===== src/rtl/neurosync_pkg.sv =====
// Shared definitions for the neurosync game and its automatic player:
// state codes, LED/button width and small one-hot helpers.
package neurosync_pkg;

  localparam int LED_W = 4;

  typedef enum logic [3:0] {
    INICIAL   = 4'd0,
    PARTIDA   = 4'd1,
    ESCUTA    = 4'd2,
    ACESO     = 4'd3,
    PRESSIONA = 4'd4,
    SOLTA     = 4'd5,
    FIM       = 4'd6,
    ERRO      = 4'd7
  } estado_t;

  function automatic logic is_onehot4(input logic [LED_W-1:0] v);
    return ($countones(v) == 1);
  endfunction

  function automatic logic [LED_W-1:0] rotl4(input logic [LED_W-1:0] v);
    return {v[LED_W-2:0], v[LED_W-1]};
  endfunction

endpackage


===== src/rtl/memoria_jogadas.sv =====
// Step memory: one register per captured step, synchronous write and
// asynchronous read so a press can be launched on the same edge it is looked up.
module memoria_jogadas
  import neurosync_pkg::*;
#(
  parameter int DEPTH = 16,
  parameter int W     = LED_W,
  parameter int AW    = (DEPTH > 1) ? $clog2(DEPTH) : 1
) (
  input  logic          clock,
  input  logic          we,
  input  logic [AW-1:0] wr_addr,
  input  logic [W-1:0]  wr_data,
  input  logic [AW-1:0] rd_addr,
  output logic [W-1:0]  rd_data
);

  logic [W-1:0] rd_tab [DEPTH];

  for (genvar gi = 0; gi < DEPTH; gi++) begin : g_entry
    logic [W-1:0] entry_reg;

    always_ff @(posedge clock) begin
      if (we && wr_addr == AW'(gi)) begin
        entry_reg <= wr_data;
      end
    end

    assign rd_tab[gi] = entry_reg;
  end

  assign rd_data = rd_tab[rd_addr];

endmodule


===== src/rtl/jogador_automatico.sv =====
// Automatic player: captures the step sequence shown on leds each round and
// replays it on botoes with fixed press/gap timing; pulses jogar to start a match.
module jogador_automatico
  import neurosync_pkg::*;
#(
  parameter int MAX_JOGADAS  = 16,
  parameter int PRESS_CYCLES = 4,
  parameter int GAP_CYCLES   = 4,
  parameter int QUIET_CYCLES = 8
) (
  input  logic             clock,
  input  logic             reset,
  input  logic             habilita,
  input  logic [LED_W-1:0] leds,
  input  logic             pronto,
  input  logic             timeout,
  input  logic             errar,
  output logic [LED_W-1:0] botoes,
  output logic             jogar,
  output logic             ocupado,
  output logic             erro,
  output logic [3:0]       db_estado,
  output logic [4:0]       db_num_jogadas
);

  localparam int NW    = $clog2(MAX_JOGADAS) + 1;
  localparam int AW    = (MAX_JOGADAS > 1) ? $clog2(MAX_JOGADAS) : 1;
  localparam int CMAX0 = (PRESS_CYCLES > GAP_CYCLES) ? PRESS_CYCLES : GAP_CYCLES;
  localparam int CMAX  = (CMAX0 > QUIET_CYCLES) ? CMAX0 : QUIET_CYCLES;
  localparam int CW    = $clog2(CMAX) + 1;
  localparam logic [CW-1:0] CNT_SAT = '1;

  estado_t          state_reg;
  logic [NW-1:0]    n_reg;
  logic [NW-1:0]    idx_reg;
  logic [CW-1:0]    quiet_reg;
  logic [CW-1:0]    cnt_reg;
  logic             errar_reg;
  logic [LED_W-1:0] botoes_reg;
  logic             jogar_reg;
  logic             ocupado_reg;
  logic             erro_reg;

  logic             fim_jogo;
  logic             mem_we;
  logic [AW-1:0]    rd_addr;
  logic [LED_W-1:0] mem_rd;

  // Game over preempts everything except the idle/terminal states.
  assign fim_jogo = (pronto || timeout) && !(state_reg inside {INICIAL, FIM, ERRO});

  assign mem_we = !reset && !fim_jogo && (state_reg == ESCUTA) && is_onehot4(leds)
                  && (n_reg != NW'(MAX_JOGADAS));

  // Entering replay reads step 0; leaving a gap reads the following step.
  assign rd_addr = (state_reg == SOLTA) ? AW'(idx_reg + NW'(1)) : '0;

  memoria_jogadas #(
    .DEPTH (MAX_JOGADAS),
    .W     (LED_W),
    .AW    (AW)
  ) u_memoria (
    .clock   (clock),
    .we      (mem_we),
    .wr_addr (n_reg[AW-1:0]),
    .wr_data (leds),
    .rd_addr (rd_addr),
    .rd_data (mem_rd)
  );

  always_ff @(posedge clock) begin
    if (reset) begin
      state_reg   <= INICIAL;
      n_reg       <= '0;
      idx_reg     <= '0;
      quiet_reg   <= '0;
      cnt_reg     <= '0;
      errar_reg   <= 1'b0;
      botoes_reg  <= '0;
      jogar_reg   <= 1'b0;
      ocupado_reg <= 1'b0;
      erro_reg    <= 1'b0;
    end else if (fim_jogo) begin
      state_reg   <= FIM;
      botoes_reg  <= '0;
      jogar_reg   <= 1'b0;
      ocupado_reg <= 1'b0;
      erro_reg    <= 1'b0;
    end else begin
      case (state_reg)
        INICIAL: begin
          if (habilita) begin
            state_reg   <= PARTIDA;
            jogar_reg   <= 1'b1;
            ocupado_reg <= 1'b1;
          end
        end
        PARTIDA: begin
          state_reg <= ESCUTA;
          jogar_reg <= 1'b0;
          n_reg     <= '0;
          quiet_reg <= '0;
        end
        ESCUTA: begin
          if (leds != '0) begin
            if (!is_onehot4(leds) || n_reg == NW'(MAX_JOGADAS)) begin
              state_reg <= ERRO;
              erro_reg  <= 1'b1;
            end else begin
              state_reg <= ACESO;
              n_reg     <= n_reg + NW'(1);
            end
          end else begin
            if (quiet_reg != CNT_SAT) begin
              quiet_reg <= quiet_reg + CW'(1);
            end
            if (quiet_reg == CW'(QUIET_CYCLES - 1) && n_reg != '0) begin
              state_reg  <= PRESSIONA;
              idx_reg    <= '0;
              cnt_reg    <= '0;
              errar_reg  <= errar;
              botoes_reg <= (errar && n_reg == NW'(1)) ? rotl4(mem_rd) : mem_rd;
            end
          end
        end
        ACESO: begin
          if (leds == '0) begin
            state_reg <= ESCUTA;
            quiet_reg <= '0;
          end
        end
        PRESSIONA: begin
          if (cnt_reg == CW'(PRESS_CYCLES - 1)) begin
            state_reg  <= SOLTA;
            cnt_reg    <= '0;
            botoes_reg <= '0;
          end else if (cnt_reg != CNT_SAT) begin
            cnt_reg <= cnt_reg + CW'(1);
          end
        end
        SOLTA: begin
          if (cnt_reg == CW'(GAP_CYCLES - 1)) begin
            cnt_reg <= '0;
            idx_reg <= idx_reg + NW'(1);
            if (idx_reg + NW'(1) == n_reg) begin
              state_reg <= ESCUTA;
              n_reg     <= '0;
              quiet_reg <= '0;
            end else begin
              state_reg  <= PRESSIONA;
              // Only the final step of the round is corrupted when errar was latched.
              botoes_reg <= (errar_reg && idx_reg + NW'(2) == n_reg) ? rotl4(mem_rd) : mem_rd;
            end
          end else if (cnt_reg != CNT_SAT) begin
            cnt_reg <= cnt_reg + CW'(1);
          end
        end
        FIM: begin
          botoes_reg <= '0;
          if (!habilita) begin
            state_reg <= INICIAL;
          end
        end
        ERRO: begin
          botoes_reg <= '0;
          erro_reg   <= 1'b1;
        end
        default: begin
          state_reg   <= INICIAL;
          botoes_reg  <= '0;
          jogar_reg   <= 1'b0;
          ocupado_reg <= 1'b0;
          erro_reg    <= 1'b0;
        end
      endcase
    end
  end

  assign botoes         = botoes_reg;
  assign jogar          = jogar_reg;
  assign ocupado        = ocupado_reg;
  assign erro           = erro_reg;
  assign db_estado      = state_reg;
  assign db_num_jogadas = 5'(n_reg);

endmodule


===== config.mk =====
export PLATFORM = sky130hd
export DESIGN_NAME = jogador_automatico
export DESIGN_NICKNAME = d
export VERILOG_FILES = /design/src/rtl/neurosync_pkg.sv /design/src/rtl/memoria_jogadas.sv /design/src/rtl/jogador_automatico.sv
export SDC_FILE = /design/constraint.sdc
export NUM_CORES = 1
export LEC_CHECK = 0
export ABC_AREA = 1
export BUFFER_PORTS_ARGS = -buffer_cell sky130_fd_sc_hd__buf_2
export CAP_MARGIN = 10
export CORE_AREA = 2 2 108 110
export DETAILED_ROUTE_END_ITERATION = 8
export DIE_AREA = 0 0 110 112
export GPL_TIMING_DRIVEN = 0
export PLACE_DENSITY = 0.67
export SYNTH_ARGS = -nofsm -noshare
export SYNTH_HDL_FRONTEND = slang
export SYNTH_SLANG_ARGS = --single-unit

===== constraint.sdc =====
create_clock -name clock -period 7.06 [get_ports clock]
set_input_delay 0.706 -clock clock [delete_from_list [all_inputs] [get_ports clock]]
set_output_delay 0.706 -clock clock [all_outputs]
set_load 0.01 [all_outputs]

# Word-level counts from Yosys, hierarchy flattened
# Index checks and enable logic that the tools add are counted.
# Widths: inputs -> output; s select.
word_totals:
  regBits: 94
  inputBits: 10
  out_inout_bits: 16
  elab_cells: 204
classes:
  n_addsub: 8
  n_lt_le_gt_ge: 1
  eq_ne: 54
  n_mux: 49
  n_bitwise: 8
  n_reduce_logical: 57
ops:
  columns: ["cell", "n"]
  rows:
  - ["$mux 4", 26]
  - ["$eq 4x3->1 const B", 9]
  - ["$mux 5", 7]
  - ["$eq 4x4->1 const B", 8]
  - ["$pmux 4 s4", 2]
  - ["$pmux 4 s8", 1]
  - ["$logic_and 1x1->1", 24]
  - ["$reduce_and 7->1", 3]
  - ["$eq 4x2->1 const B", 5]
  - ["$bmux 4 s4", 1]
  - ["$ne 2x2->1 const B", 8]
  - ["$pmux 5 s3", 1]
  - ["$logic_not 4->1", 3]
  - ["$ne 2x1->1 const B", 6]
  - ["$ne 3x3->1 const B", 4]
  - ["$reduce_and 6->1", 2]
  - ["$reduce_or 6->1", 2]
  - ["$add 5x1->5 const B", 2]
  - ["$eq 5x5->1", 2]
  - ["$pmux 5 s2", 1]
  - ["$reduce_and 5->1", 2]
  - ["$mux 3", 3]
  - ["$add 4x1->4 const B", 2]
  - ["$eq 4x1->1 const B", 2]
  - ["30 further kinds", 51]

# Logic depth before layout (Yosys ltp)
depth:
  word_depth: 10
  mapped_depth: 16
  mapped_depth_nobuf: 16

# Cells and area by module
# From an unflattened synthesis, not the netlist that was laid out.
hier_totals:
  cells_unflattened: 670
  area_unflattened_um2: 5311.3
by_module_without_submodules:
  columns: ["module", "n_inst", "cells_per_inst", "area_per_inst_um2", "seq_area_each_um2"]
  rows:
  - ["memoria_jogadas", 1, 288, 2887.8, 1921.8]
  - ["jogador_automatico", 1, 382, 2423.6, 580.6]

# Worst setup path after synthesis
# Ideal clock, no wire load.
synth_path:
  kind: "input port to flip-flop"
  start: "input port leds[0]"
  end: "register u_memoria.g_entry[0].entry_reg[0] (enable)"
  setup_ns: 0.329
  arrival_ns: 2.441
  required_time_ns: 6.731
  path_slack_ns: 4.290
  stages: 10
  path_buffers: 0
  path_cell_list: "inv_1 -> fa_1 -> inv_1 -> ha_1 -> ha_1 -> inv_1 -> nand4_1 -> nor3_2 -> nand2_1 -> nor2_1"
synth_via:
  elab_chain_len: 6
synth_rtl:
  columns: ["element", "line", "source"]
  rows:
  - ["start, declared", "jogador_automatico.sv:14", "input logic [LED_W-1:0] leds,"]
  - ["$add 1x1->2 (not written as such)", "neurosync_pkg.sv:19", "return ($countones(v) == 1);"]
  - ["$add 2x2->3 (not written as such)", "neurosync_pkg.sv:19", null]
  - ["$eq 3x1->1", "neurosync_pkg.sv:19", null]
  - ["$logic_and 1x1->1", "jogador_automatico.sv:52", "assign mem_we = !reset && !fim_jogo && (state_reg == ESCUTA) && is_onehot4(leds)"]
  - ["$logic_and 1x1->1", "jogador_automatico.sv:53", "&& (n_reg != NW'(MAX_JOGADAS));"]
  - ["$logic_and 1x1->1", "memoria_jogadas.sv:24", "if (we && wr_addr == AW'(gi)) begin"]
  - ["end signal, assigned", "memoria_jogadas.sv:25", "entry_reg <= wr_data;"]
  - ["end, declared", "memoria_jogadas.sv:21", "logic [W-1:0] entry_reg;"]
# Every way passes these cells.
# A chain may end at the register's enable or synchronous reset.

# Final worst setup path
layout_path:
  start: "input port leds[0]"
  end: "register u_memoria.g_entry[4].entry_reg[1] (enable)"
layout_via:
  elab_chain_len: 6
layout_rtl:
  columns: ["element", "line"]
  rows:
  - ["$add 1x1->2 (not written as such)", "neurosync_pkg.sv:19"]
  - ["$add 2x2->3 (not written as such)", "neurosync_pkg.sv:19"]
  - ["$eq 3x1->1", "neurosync_pkg.sv:19"]
  - ["$logic_and 1x1->1", "jogador_automatico.sv:52"]
  - ["$logic_and 1x1->1", "jogador_automatico.sv:53"]
  - ["$logic_and 1x1->1", "memoria_jogadas.sv:24"]
  - ["end signal, assigned", "memoria_jogadas.sv:25"]
  - ["end, declared", "memoria_jogadas.sv:21"]
# Every way passes these cells.

==> summary.md <==
Buffers placed on the I/O ports in this run total 24. The combined area of all synthesized cells was 4870 um2. The number of antenna violations at the first check in global routing was 0; the effective utilization at floorplan was 43.6%. Cell area after layout: 5520 um2. Cell internal power was estimated by the tool at 1180 uW. After detailed routing, the number of vias per cell comes to 5.40. In this run the core area contains 39 standard-cell rows. During synthesis, Yosys emitted a total of 0 warnings. The sequential area share after synthesis came out at 51.4%.

Setup repair after global routing left no endpoint under its margin. The HPWL after detailed placement is 8730 um. Setup total negative slack on the finished layout was measured at 0 ns.

Routability-driven placement finished with a final weighted congestion of 0.910. The core footprint is 11200 um2. Along the worst path, the maximum fanout reaches 17.

The final clock period utilization by the worst path is 46.2%, and the horizontal die dimension is 110 um. The power share of the combinational group is 34.8%, and the number of distinct library cells after synthesis is 41. edfxtp_1 takes more of the synthesized area than any other cell.

The leakage power is 0.00230 uW. Clock-pin slew was measured on the worst setup and hold paths at 0.07 ns. The number of levels the H-tree was split into was 3. Across the VDD grid, the largest voltage drop is 0.203 mV. Counting flops and latches in the post-synthesis netlist gives 93. The share of total power consumed by net switching is 37.9%. The via count of the first global-routing pass is 4091.

Maximum number of pins on one net before global-route repair: 19. The logs give 0.456 ns for the post-route worst hold slack and 0 for the DRC violation count after routing. The number of iterations in the first detailed-routing pass is 6, and the post-synth net total is 588. Async set-reset flop share out of synthesis: 0%. Ranked by total cell area, the synthesized netlist is headed by edfxtp_1, dfxtp_1, nand2_1. The share of power burned in the clock network was 30.4%; the y dimension of the die was 112 um.

In this run the post-CTS setup repair buffer count came out at 0. The number of sinks on the clock net is 93, and the total wirelength of the detailed-routed design is 12200 um. Summing over every cut layer, the via total after detailed routing is 4048.

Counting the buffers created by CTS gives 9. TritonCTS built the clock tree. Compared with the post-synthesis result, the final layout area differs by 13.4%.

Summed over all layers, the global routing overflow is 0. The number of violations of the max-capacitance limit is 0. The headroom to the max-slew limit is 61.2%, and the number of antenna repair diodes is 0. For the worst-skew pair, the clock arrives at the later sink with an insertion delay of 0.36 ns. The buffer depth of the longest clock path was 2. The worst hold path belongs to the class reg2reg. The area of the die is 12300 um2. For this run, the post-layout net count is 623.

For this design the total switching power over the nets is 719 uW. In this run, synthesis inferred 64 flip-flops with an integrated enable. The flip-flop count of the largest register after layout was 64. The prevailing post-synth register cell is edfxtp_1. The minimum clock period after layout is 3.26 ns. Timing would allow up to 307 MHz.

In this run the power density over the cells is 344 nW/um2. The hold buffer count at CTS came out at 0. The mean instance size in the synthesized netlist works out to 8.61 um2. The tree is rooted in a clkbuf_16. The tools report the critical path endpoint category as a register. Data on the critical path is required at its endpoint by 7.08 ns. The run gives 0 as the number of hold violations in the final report. The run finished with clean final reports. In the final routed layout, each cell accounts on average for 16.3 um. The run gives 3.28 ns as the worst endpoint data arrival time.

Per report_power, the sequential group accounts for 34.8% of the total. Across every metal layer, demand over resource in global routing totals 21.0%. Of the post-synthesis cell area, the dominant cell type holds 39.4%. In the final layout, the share of cells above drive strength 1 is 13.0%. For this design the top-level I/O count stands at 26. The transition time at the pin with the least slew margin works out to 0.582 ns. The max-slew violation count is 0. The total of cells resized after clock tree synthesis is 0. The cell area after placement is 5170 um2. Clock skew on the completed layout was measured at 0.00600 ns. In the synthesized netlist, the number of instances is 566.

The tools report the nature of the critical path startpoint as an input pin. Setup violations remaining at the end of the flow were counted as 0. The worst setup path category was in2reg.

The first global-routing pass estimated 19800 um of wire. The logs give 466 for the count of routing violations after the opening detailed-route iteration and 0 for the number of nets with antenna violations after detailed routing.
-- metal layers --
metal,share of wire (%),GRT usage [%]
met1,43,26.6
met2,49,35.1
met3,6.0,4.39
met4,1.9,7.51
met5,0,0
-- placed cells by master (no fill, tap or decap), types with 2 or more instances in the layout --
cell,n
buf_6,3
nand2_1,121
o21ai_0,16
a21oi_1,27
nor2_4,3
nand3b_1,4
dfxtp_1,29
edfxtp_1,64
inv_1,65
o21ai_2,2
bufinv_16,3
inv_2,5
buf_2,31
clkbuf_16,9
nor2_1,57
inv_6,2
nor3_1,5
nand4_1,21
xor2_1,11
nor2_2,3
ha_1,11
nand2_2,4
a211oi_1,2
clkbuf_1,3
a31oi_1,3
buf_4,4
nand3_1,79
-- cells by family (layout without fill, tap and decap cells) --
| kind of cell | after synthesis | count (layout) | synth area share [%] |
|---|---|---|---|
| XOR/XNOR | 11 | 11 | 1.98 |
| buffers and inverters | 89 | 129 | 7.83 |
| other | 1 | 1 | 0.0770 |
| AO/OA/AOI/OAI | 54 | 54 | 6.29 |
| adder cells (fa/ha/maj) | 12 | 12 | 3.24 |
| flip-flops | 93 | 93 | 51.4 |
| AND/OR/NAND/NOR | 306 | 306 | 29.2 |
-- area by class of cell --
type | instances | area (um2)
Tap cell | 143 | 179
Multi-Input combinational cell | 384 | 1990
Fill cell | 1052 | 5650
Clock buffer | 9 | 225
Sequential cell | 93 | 2500
Timing Repair Buffer | 24 | 120
Buffer | 18 | 114
Inverter | 71 | 268
Clock inverter | 7 | 128
-- path summary, 6_finish.rpt --
| path | start | endpoint | slack (ns) | cells after the start |
|---|---|---|---|---|
| max | leds[0] | u_memoria.g_entry[4].entry_reg[1]$_DFFE_PP_ | 3.80 | 11 |
| min | ocupado$_SDFFE_PP0P_ | ocupado$_SDFFE_PP0P_ | 0.46 | 2 |
| max reg2reg | db_estado[1]$_SDFFE_PP0P_ | u_memoria.g_entry[4].entry_reg[1]$_DFFE_PP_ | 4.45 | 8 |
| min reg2reg | ocupado$_SDFFE_PP0P_ | ocupado$_SDFFE_PP0P_ | 0.46 | 2 |
-- cell usage after synthesis (3+ instances only) --
master / instances
nand2_1: 121
nor3_1: 5
nor2_1: 57
buf_2: 7
nand3_1: 79
nor2_4: 3
dfxtp_1: 29
o21ai_0: 16
a31oi_1: 3
buf_6: 3
xor2_1: 11
nand4_1: 21
ha_1: 11
inv_2: 5
buf_4: 4
nand3b_1: 4
nor2_2: 3
edfxtp_1: 64
nand2_2: 4
inv_1: 65
a21oi_1: 27
clkbuf_1: 3
-- metrics by stage --
step | util [%] | worst slack [ns] | cells | total power (uW)
after global placement | 46.3 | 3.46 | 733 | 1300
after global routing | 49.4 | 3.58 | 749 | 2000
after CTS | 49.4 | 3.78 | 749 | 1890
after detailed placement | 46.3 | 3.41 | 733 | 1320
final | 49.4 | 3.80 | 749 | 1900
after floorplan | - | 4.29 | 566 | 1140
-- worst max-delay path, cell delays in order --
cell and delay [ns]:
buf_2 0.31, inv_1 0.14, fa_1 0.55, inv_1 0.04
ha_1 0.17, ha_1 0.26, inv_1 0.05, nand4_1 0.12
nor3_2 0.26, nand2_1 0.28, nor2_1 0.38
-- power groups by stage --
stage	combinational [uW]	sequential [uW]	clock, uW
3_3_place_gp	632	669	0
6_report	660	660	577
3_5_place_dp	647	671	0
4_1_cts	650	660	584
5_1_grt	730	667	603
2_1_floorplan	468	674	0
Note: power is estimated with default switching activity, not from simulation.
